$ cat src/rtl/uart_tx.sv
// -----------------------------------------------------------------------------
// uart_tx
//
// Purpose:
//   Serialises one byte per request onto an asynchronous UART line: a start
//   bit (0), eight data bits LSB first, an optional even-parity bit and one
//   stop bit (1). Every bit is held for exactly CLKS_PER_BIT clock cycles.
//   The line output is registered, so the first low cycle of a frame is the
//   cycle right after the edge that accepted the byte.
//
// Parameters:
//   CLKS_PER_BIT   clock cycles per serial bit, legal range 2..65535
//   PARITY_EN      1 inserts an even-parity bit between D7 and the stop bit
//
// Ports:
//   clk            system clock, all state changes on the rising edge
//   nRst           synchronous active-low reset
//   tx_ctrl        send request; the byte is taken while high in IDLE
//   tx_byte        byte to transmit, sampled only on the accept edge
//   tx_serial      registered UART line, idle high
//   transmit_ready high when a new byte can be accepted (IDLE)
//   tx_busy        high while a frame is in progress (not IDLE)
//   tx_done        one-cycle pulse in the first IDLE cycle after a frame
// -----------------------------------------------------------------------------
module uart_tx #(
    parameter int CLKS_PER_BIT = 100,
    parameter int PARITY_EN    = 0
) (
    input  logic       clk,
    input  logic       nRst,
    input  logic       tx_ctrl,
    input  logic [7:0] tx_byte,
    output logic       tx_serial,
    output logic       transmit_ready,
    output logic       tx_busy,
    output logic       tx_done
);

    // The baud counter only has to reach CLKS_PER_BIT-1; keep at least one
    // bit so the smallest legal setting still produces a valid vector.
    localparam int CNT_W = (CLKS_PER_BIT > 2) ? $clog2(CLKS_PER_BIT) : 1;
    localparam logic [CNT_W-1:0] LAST_CNT = CNT_W'(CLKS_PER_BIT - 1);

    typedef enum logic [2:0] {
        IDLE,
        START,
        DATA,
        PARITY,
        STOP
    } state_t;

    state_t           state;
    state_t           state_next;

    logic [CNT_W-1:0] baud_cnt;
    logic [CNT_W-1:0] baud_cnt_next;
    logic [2:0]       bit_idx;
    logic [2:0]       bit_idx_next;
    logic [7:0]       shift_reg;
    logic [7:0]       shift_reg_next;
    logic             tx_serial_next;
    logic             tx_done_next;

    logic             bit_end;
    logic             accept;

    // A bit period ends on the last count of the baud counter; every state
    // other than IDLE advances only on that boundary.
    assign bit_end = (baud_cnt == LAST_CNT);
    assign accept  = (state == IDLE) && tx_ctrl;

    // State register. Reset returns to IDLE regardless of where the frame
    // was, which is what aborts a frame cleanly.
    always_ff @(posedge clk) begin
        if (!nRst) begin
            state <= IDLE;
        end else begin
            state <= state_next;
        end
    end

    // Next-state logic. After D7 the parity state is visited only when the
    // parameter asks for it.
    always_comb begin
        state_next = state;
        case (state)
            IDLE: begin
                if (tx_ctrl) begin
                    state_next = START;
                end
            end
            START: begin
                if (bit_end) begin
                    state_next = DATA;
                end
            end
            DATA: begin
                if (bit_end && (bit_idx == 3'd7)) begin
                    state_next = (PARITY_EN != 0) ? PARITY : STOP;
                end
            end
            PARITY: begin
                if (bit_end) begin
                    state_next = STOP;
                end
            end
            STOP: begin
                if (bit_end) begin
                    state_next = IDLE;
                end
            end
            default: begin
                state_next = IDLE;
            end
        endcase
    end

    // Datapath next values. The baud counter is held at zero in IDLE so an
    // accepted byte always starts with a fresh bit period, and it wraps to
    // zero exactly on each boundary so no drift builds up over the frame.
    // The bit index only moves inside DATA and naturally wraps 7 -> 0 on the
    // way out. The shift register is written only on the accept edge, so the
    // byte on the line cannot change mid-frame.
    always_comb begin
        baud_cnt_next  = '0;
        bit_idx_next   = bit_idx;
        shift_reg_next = shift_reg;

        if (state != IDLE) begin
            if (!bit_end) begin
                baud_cnt_next = baud_cnt + CNT_W'(1);
            end
        end

        if (state == IDLE) begin
            bit_idx_next = 3'd0;
        end else if ((state == DATA) && bit_end) begin
            bit_idx_next = bit_idx + 3'd1;
        end

        if (accept) begin
            shift_reg_next = tx_byte;
        end
    end

    // Output logic. The line is registered, so its next value is derived
    // from the state being entered: the value appears on tx_serial in the
    // same cycle the new state becomes current. While entering DATA the
    // bit to send is selected with the bit index that will be current then.
    // tx_done fires on the STOP -> IDLE transition so it lands in the first
    // IDLE cycle.
    always_comb begin
        tx_serial_next = 1'b1;
        tx_done_next   = 1'b0;

        case (state_next)
            IDLE:    tx_serial_next = 1'b1;
            START:   tx_serial_next = 1'b0;
            DATA:    tx_serial_next = shift_reg[bit_idx_next];
            PARITY:  tx_serial_next = ^shift_reg;
            STOP:    tx_serial_next = 1'b1;
            default: tx_serial_next = 1'b1;
        endcase

        if ((state == STOP) && (state_next == IDLE)) begin
            tx_done_next = 1'b1;
        end
    end

    // Datapath and registered outputs. Reset clears everything to the idle
    // picture: line high, no completion pulse, counters and byte at zero.
    always_ff @(posedge clk) begin
        if (!nRst) begin
            baud_cnt  <= '0;
            bit_idx   <= 3'd0;
            shift_reg <= 8'h00;
            tx_serial <= 1'b1;
            tx_done   <= 1'b0;
        end else begin
            baud_cnt  <= baud_cnt_next;
            bit_idx   <= bit_idx_next;
            shift_reg <= shift_reg_next;
            tx_serial <= tx_serial_next;
            tx_done   <= tx_done_next;
        end
    end

    // Handshake flags come straight from the state register so the
    // upstream message logic sees them in the same cycle as the state.
    assign transmit_ready = (state == IDLE);
    assign tx_busy        = !transmit_ready;

endmodule

$ cat config.mk
export PLATFORM = sky130hd
export DESIGN_NAME = uart_tx
export DESIGN_NICKNAME = d
export VERILOG_FILES = /design/src/rtl/uart_tx.sv
export SDC_FILE = /design/constraint.sdc
export NUM_CORES = 1
export LEC_CHECK = 0
export ABC_CLOCK_PERIOD_IN_PS = 6040
export CAP_MARGIN = 20
export CORE_AREA = 2 2 54 56
export DETAILED_ROUTE_END_ITERATION = 16
export DIE_AREA = 0 0 56 58
export PLACE_DENSITY_LB_ADDON = 0.12
export REMOVE_ABC_BUFFERS = 1
export SLEW_MARGIN = 20
export SYNTH_ARGS = -nofsm -noshare
export SYNTH_HDL_FRONTEND = slang
export SYNTH_SLANG_ARGS = --single-unit
$ cat constraint.sdc
create_clock -name clk -period 6.04 [get_ports clk]
set_clock_uncertainty 0.05 [all_clocks]
set_input_delay 1.51 -clock clk [delete_from_list [all_inputs] [get_ports clk]]
set_output_delay 1.51 -clock clk [all_outputs]
set_load 0.005 [all_outputs]
==> flow_summary.yaml <==
power:
  p_int_w: 0.0002037
  power-per-cell-area_nw_per_um2: 186.3
  clock_power_share: 0.263
  swShare: 0.2459
  seq_power_share: 0.598
  ir_drop_mv: 0.1170
  power.leakage_nw: 0.5079
  pwr-share-comb: 0.139
  netSwitchingPower_w: 0.00006643
critical_path:
  crit_required_ps: 4480
  crit_arrival_ps: 1800
  start_kind: "flop"
  cp_max_fo: 14
  crit_type: "flop to output port"
  end_kind: "output port"
synth:
  yosys_warnings: 0
  ys_seq_elements: 23
  synth_area_sq_um: 1266
  synth-edff-count: 0
  syn_area_per_cell_sq_um: 8.917
  synth_cell_types: 38
  synthCells: 142
  seq_area_frac_synth: 0.3636
  ys.flop_type: "dfxtp_1"
  async_reset_ff_frac: 0
global_routing:
  grt_max_degree: 18
  grt_antenna_before_repair: 0
  grt_use_total: 0.1580
  grt_overflow: 0
  grt_pass1_wl_mm: 3.953
  grt_pass1_vias: 925
die:
  ios: 15
  dieWidth_um: 56
  core-area_sq_um: 2663
  die_h_um: 58
  initial_core_util: 0.4756
  die_area_sq_um: 3248
  rows: 19
finish:
  instances_no_fill: 186
  antenna_cells: 0
  layout_commonest_cell: "nand2_1"
  nets: 170
  fillers: 269
  fin_util: 0.5446
  syn_to_final_growth_pct: 14.53
  largest_register_ffs: 8
  final_cell_mix: "nand2_1 (27), dfxtp_1 (23), clkdlybuf4s50_1 (14), nor2_1 (12), xnor2_1 (10)"
  drive_gt1_frac: 0.1032
clock_network:
  clk_path_buf_depth: 2
  root_buffer: "clkbuf_4"
  cts_setup_buffers: 0
  tritoncts: "built"
  ctsHoldBuffers: 0
  clock_latency_ps: 310
  clock_sinks: 23
  path_clk_slew_ps: 120
  cts_made_buffers: 3
  cts_resized: 0
  htreeDepth: 1
detailed_routing:
  wirelength_mm: 2.264
  drc: 0
  drt_iter0_drc: 21
  vias_per_cell: 5.435
  dr_total_vias: 1011
  first_pass_iters: 4
  wl_per_cell_um: 12.17
  ant_nets: 0
timing:
  worst_pin_slew_ps: 687.6
  slew_headroom: 0.5404
  slew_viol_final: 0
  fin_setup_tns_ps: 0
  fin_crit_sh: 0.5564
  finalCriticalPeriod_ps: 3361
  max_freq_mhz: 297.6
  rsz0062_at_grt: "no"
  finalHoldViolations: 0
  setup_violations: 0
placement:
  dp_cells: 182
  gp_congestion: 0.7027
  portBuffers: 14
  hpwl_mm: 1.727
run_status:
  status: "finished, final reports clean"
worst_hold_path:
  hp-class: "flop to flop"
flow_run:
  maxCapViolations: 0
==> cell type report <==
cell class                      count  area, sq um  area share
Clock buffer                        4        26.28     0.01812
Inverter                            2        7.507    0.005177
Multi-Input combinational cell    112        777.0      0.5358
Sequential cell                    23        460.4      0.3175
Tap cell                           31        38.79     0.02675
Timing Repair Buffer               14        140.1     0.09663
==> critical path, cell delays in order (launching register included) <==
cell and delay (ps):
dfxtp_1 480, or3_1 450, inv_1 70, clkdlybuf4s50_1 490
==> through the flow <==
step	setup WS, ps	hold WS (ps)	total power, W	area [sq um]
global route	2582	480.6	0.0002867	1450
global placement	3038	396.4	0.0002022	1424
finish	2680	429.5	0.0002702	1450
detailed placement	2988	407.6	0.0002029	1424
CTS	2655	436.6	0.0002745	1450
floorplan	3562	379.9	0.0001873	1245
==> metal layers <==
metal  GRT usage  part of all wire  vias to the layer above
li1            -                 -                      521
met1      0.1861              0.47                      469
met2      0.2739              0.47                       16
met3     0.03348             0.037                        5
met4     0.07823             0.020                        0
met5           0                 0                        -
==> synth_stat cells, types with 3 or more instances <==
cell | instances | area share
nand3b_1 | 3 | 0.018
a21oi_1 | 3 | 0.012
dfxtp_1 | 23 | 0.36
and2_1 | 6 | 0.030
nor2_1 | 12 | 0.036
xnor2_1 | 10 | 0.069
nand2_1 | 27 | 0.080
clkbuf_1 | 3 | 0.0089
ha_1 | 3 | 0.030
nand3_1 | 7 | 0.028
a21boi_0 | 8 | 0.047
nor4b_2 | 3 | 0.036
==> power groups by stage <==
stage | Clock [W] | Combinational [W] | Sequential, W
finish | 0.0000712 | 0.0000375 | 0.000161
global route | 0.0000815 | 0.0000426 | 0.000163
CTS | 0.0000748 | 0.0000380 | 0.000162
detailed placement | 0 | 0.0000380 | 0.000165
global placement | 0 | 0.0000373 | 0.000165
floorplan | 0 | 0.0000234 | 0.000164
==> path summary, 6_finish.rpt <==
path	startpoint	to	slack, ps	depth (start not counted)
setup / recovery	state[1]	transmit_ready	2680	3
hold / removal	baud_cnt[0]	baud_cnt[0]	430	1
setup reg to reg	baud_cnt[3]	tx_serial	3900	6
hold reg to reg	baud_cnt[0]	baud_cnt[0]	430	1
==> cell families (layout without fill, tap and decap cells) <==
family / after synthesis / after routing / synth area share
buffers and inverters: 7 / 20 / 0.02273
AND/OR/NAND/NOR: 70 / 70 / 0.3063
AO/OA/AOI/OAI: 24 / 24 / 0.1670
XOR/XNOR: 12 / 12 / 0.08300
adder cells (fa/ha/maj): 3 / 3 / 0.02965
flip-flops: 23 / 23 / 0.3636
multiplexers: 3 / 3 / 0.02767
(Power assumes the default switching activity.)
